===== src/rtl/sat_counter.sv =====
// Up-counter that holds at all-ones; a clear wins over a coincident increment.
module sat_counter #(
    parameter int WIDTH = 16
) (
    input  logic             clk,
    input  logic             rst,
    input  logic             clr,
    input  logic             inc,
    output logic [WIDTH-1:0] q
);

    logic [WIDTH-1:0] q_q;
    logic [WIDTH-1:0] q_d;

    always_comb begin
        q_d = q_q;
        if (clr) begin
            q_d = '0;
        end else if (inc && (q_q != '1)) begin
            q_d = q_q + WIDTH'(1);
        end
    end

    always_ff @(posedge clk or posedge rst) begin
        if (rst) begin
            q_q <= '0;
        end else begin
            q_q <= q_d;
        end
    end

    assign q = q_q;

endmodule


===== config.mk =====
export PLATFORM = sky130hd
export DESIGN_NAME = sat_counter
export DESIGN_NICKNAME = d
export VERILOG_FILES = /design/src/rtl/sat_counter.sv
export SDC_FILE = /design/constraint.sdc
export NUM_CORES = 1
export LEC_CHECK = 0
export CAP_MARGIN = 25
export CORE_MARGIN = 10
export CORE_UTILIZATION = 35
export CTS_CLUSTER_SIZE = 30
export DETAILED_ROUTE_END_ITERATION = 16
export SLEW_MARGIN = 20
export SYNTH_ARGS = -nofsm -noshare
export SYNTH_HDL_FRONTEND = slang
export SYNTH_SLANG_ARGS = --single-unit

===== constraint.sdc =====
create_clock -name clk -period 1.6 [get_ports clk]
set_input_delay 0.32 -clock clk [delete_from_list [all_inputs] [get_ports clk]]
set_output_delay 0.32 -clock clk [all_outputs]
set_load 0.1 [all_outputs]

==> metrics.txt <==
status=finished, violations left; violated checks=negative setup slack; Starting Density=37.3%; Layout Skew=0.00234 ns; vias in the first global route=1,120; Worst Max-Slew Pin Slew=0.430 ns; Slew Viols, Final=0; PortBufs=19; clock network fraction of total power=28.4%; leakage power total=0.000747 uW; Largest register FFs=16; via count=1,066; Worst Path Required=1.78 ns; crit end category=flop; Cell Area, Synth=932 um2; GRT overflow=0; drt pass-1 iters=4; Syn Nets=106; I/O pins=20; final hold vios=0; largest delay contributor family on the critical path=simple AND/OR/NAND/NOR gates; Die ar.=0.00513 mm2; reg2reg end=q[13]$_DFFE_PP0P_; CTS HTree Levels=1; DRC=0; routability congestion estimate from global placement=0.776; critical-path cell list=clkdlybuf4s50_1 > nand3_1 > or4_4 > buf_4 > o31ai_1 > a21oi_2; CTS buffer count=3; ANT nets after route=0; Seq cells post-synth=16; Area Overhead vs Synth=103%; Syn. warnings=0; DP Area=0.00163 mm2; RSZ-0062 raised after global routing=yes; Power Density=417 mW/mm2; CORE AREA=0.00250 mm2; layout cells sized above 1=67.7%; nets=168; fillers=175; clk_lat worst skew=0.29 ns; diode count=0; beginning of the worst register-to-register path=q[7]$_DFFE_PP0P_; Worst EP arrival=1.94 ns; WL/cell=17.3 um; Worst-path clk slew=0.10 ns; CP max stage delay=0.53 ns; sw frac=28.7%; Critical path buffers and inverters=2; slowest CP cell=or4_4; Tot GR Track Use=12.4%; area of the multi-input gates=679 um2; Seq/Total Area, Yosys=43.0%; Cell variety after synth=29; initial antenna violation count=0; flop2flop setup slack=-0.16 ns; non-filler cells, final=191; routed wire length=3300 um; Internal=564 uW; Vias/cell=5.58; syn avg cell area=9.23 um2; cts hold-fix bufs=0; Final Critical Period=1.76 ns; worst min-delay path category=input pin to async pin; largest net degree at the start of global routing=17; Final Instance Area=0.00190 mm2; Max Clock Freq=567 MHz; CTS tree=yes; VDD IR-drop max=409 uV; Setup Viol. Count Final=13; Crit path depth=6; Core Rows=18; global-route wire length before repair=5300 um; crit path to=q[13]$_DFFE_PP0P_; total clock sinks=16; dpl hpwl=2190 um; Reg area=450 um2; max_cap viols=0; Worst Setup Path Type=input pin to flop; Synth Instances=101; Core Util, Final=75.9%; maximum clock insertion buffer count=2; Sw Pwr=227 uW; placed cells=178; Clock Tree Root=clkbuf_4; CP max FO=5; Tcrit/Tclk final=110%; crit path launch type=input pin; Die Y=71.6 um; pre-CTS WS=-0.395 ns; die width=71.6 um; slew margin rel.=71.0%; path depth of the worst reg2reg path=5; Final WS setup=-0.163 ns; DRT iter0 DRCs=96; Worst Setup SP=inc; Seq pwr share=53.0%; Logic pwr share=18.6%
==> layout make-up <==
class | count | share of cell area, %
sequential | 16 | 23.7
inverter | 3 | 0.594
multi-input combinational | 78 | 35.8
tap | 30 | 1.98
timing repair buffer | 61 | 36.7
clock buffer | 3 | 1.19
==> tightest hold or removal path, delay by kind of cell <==
kind | cells | cell delay (ns)
buffers and inverters | 3 | 0.71
==> cells in the final DEF, fill, tap and decap left out, drive strengths merged <==
| cell | netlist | routed |
|---|---|---|
| a21oi | 12 | 12 |
| a31oi | 1 | 1 |
| and4 | 1 | 1 |
| buf | 1 | 58 |
| clkbuf | 2 | 3 |
| clkdlybuf4s50 | 0 | 3 |
| dfrtp | 16 | 16 |
| ha | 1 | 1 |
| inv | 3 | 3 |
| mux2 | 2 | 2 |
| mux2i | 1 | 1 |
| nand2 | 6 | 6 |
| nand2b | 2 | 2 |
| nand3 | 7 | 7 |
| nand4 | 5 | 5 |
| nor2 | 3 | 3 |
| nor2b | 3 | 3 |
| nor3 | 4 | 4 |
| nor4 | 3 | 3 |
| o21ai | 5 | 5 |
| o31ai | 5 | 5 |
| o41ai | 2 | 2 |
| or3 | 7 | 7 |
| or4 | 8 | 8 |
==> cells in the mapped netlist <==
cell type,instances,area share (%)
a21oi_1,12,6.4
a31oi_1,1,0.67
and4_1,1,0.94
buf_4,1,0.81
clkbuf_1,1,0.40
clkbuf_2,1,0.54
dfrtp_1,16,43
dlygate4sd1_1,1,0.94
ha_1,1,1.3
inv_1,3,1.2
mux2_2,2,2.4
mux2i_1,1,1.1
nand2_1,6,2.4
nand2b_1,2,1.3
nand3_1,7,3.8
nand4_1,4,2.7
nand4_4,1,2.3
nor2_1,3,1.2
nor2b_1,3,2.0
nor3_1,4,2.1
nor4_1,3,2.0
o21ai_0,5,2.7
o31ai_1,5,4.0
o41ai_1,2,1.9
or3_1,6,4.0
or3_2,1,0.81
or4_1,6,4.8
or4_2,1,0.94
or4_4,1,1.2
==> worst min-delay path by stage <==
stage	start	end	depth (start not counted)
2_1_floorplan	rst	q[0]$_DFFE_PP0P_	1
3_3_place_gp	rst	q[0]$_DFFE_PP0P_	3
3_5_place_dp	q[14]$_DFFE_PP0P_	q[14]$_DFFE_PP0P_	3
4_1_cts	rst	q[0]$_DFFE_PP0P_	3
5_1_grt	rst	q[0]$_DFFE_PP0P_	3
6_report	rst	q[9]$_DFFE_PP0P_	3
==> power groups by stage <==
stage               combinational (uW)  clock (uW)  sequential (uW)
finish                             147         225              419
CTS                                140         237              419
global placement                   130           0              428
detailed placement                 133           0              428
floorplan                         35.5           0              465
global route                       158         251              420
==> cells by family (layout without fill, tap and decap cells) <==
logic type,count (synthesis),after routing,synth area share [%]
simple gates,49,49,32.6
mux,3,3,3.49
fa+ha+maj,1,1,1.34
compound gates,25,25,15.7
buf+inv,7,67,3.89
flops,16,16,43.0
==> what timing repair did <==
action,CTS,global route
resized for setup,12,25
buffers inserted,5,8
endpoints found under the setup margin,11,16
pin swaps,10,12
==> through the flow <==
stage	TNS, ns	hold WS, ns	power, uW
final	-0.732	0.350	791
after global routing	-1.66	0.372	830
after CTS	-0.507	0.346	796
after detailed placement	-3.00	0.673	561
after global placement	-2.66	0.648	558
after floorplan	-3.54	0.234	501
==> metal layers <==
metal  wire, um  share of wire, %  track usage (%)  vias up
met1       1380                42             14.7      530
met4         56               1.7             5.59        0
met5          0                 0                0        -
li1           -                 -                -      510
met3        159               4.8             3.72        6
met2       1700                52             19.9       20
Power figures use the tool's default switching activity.
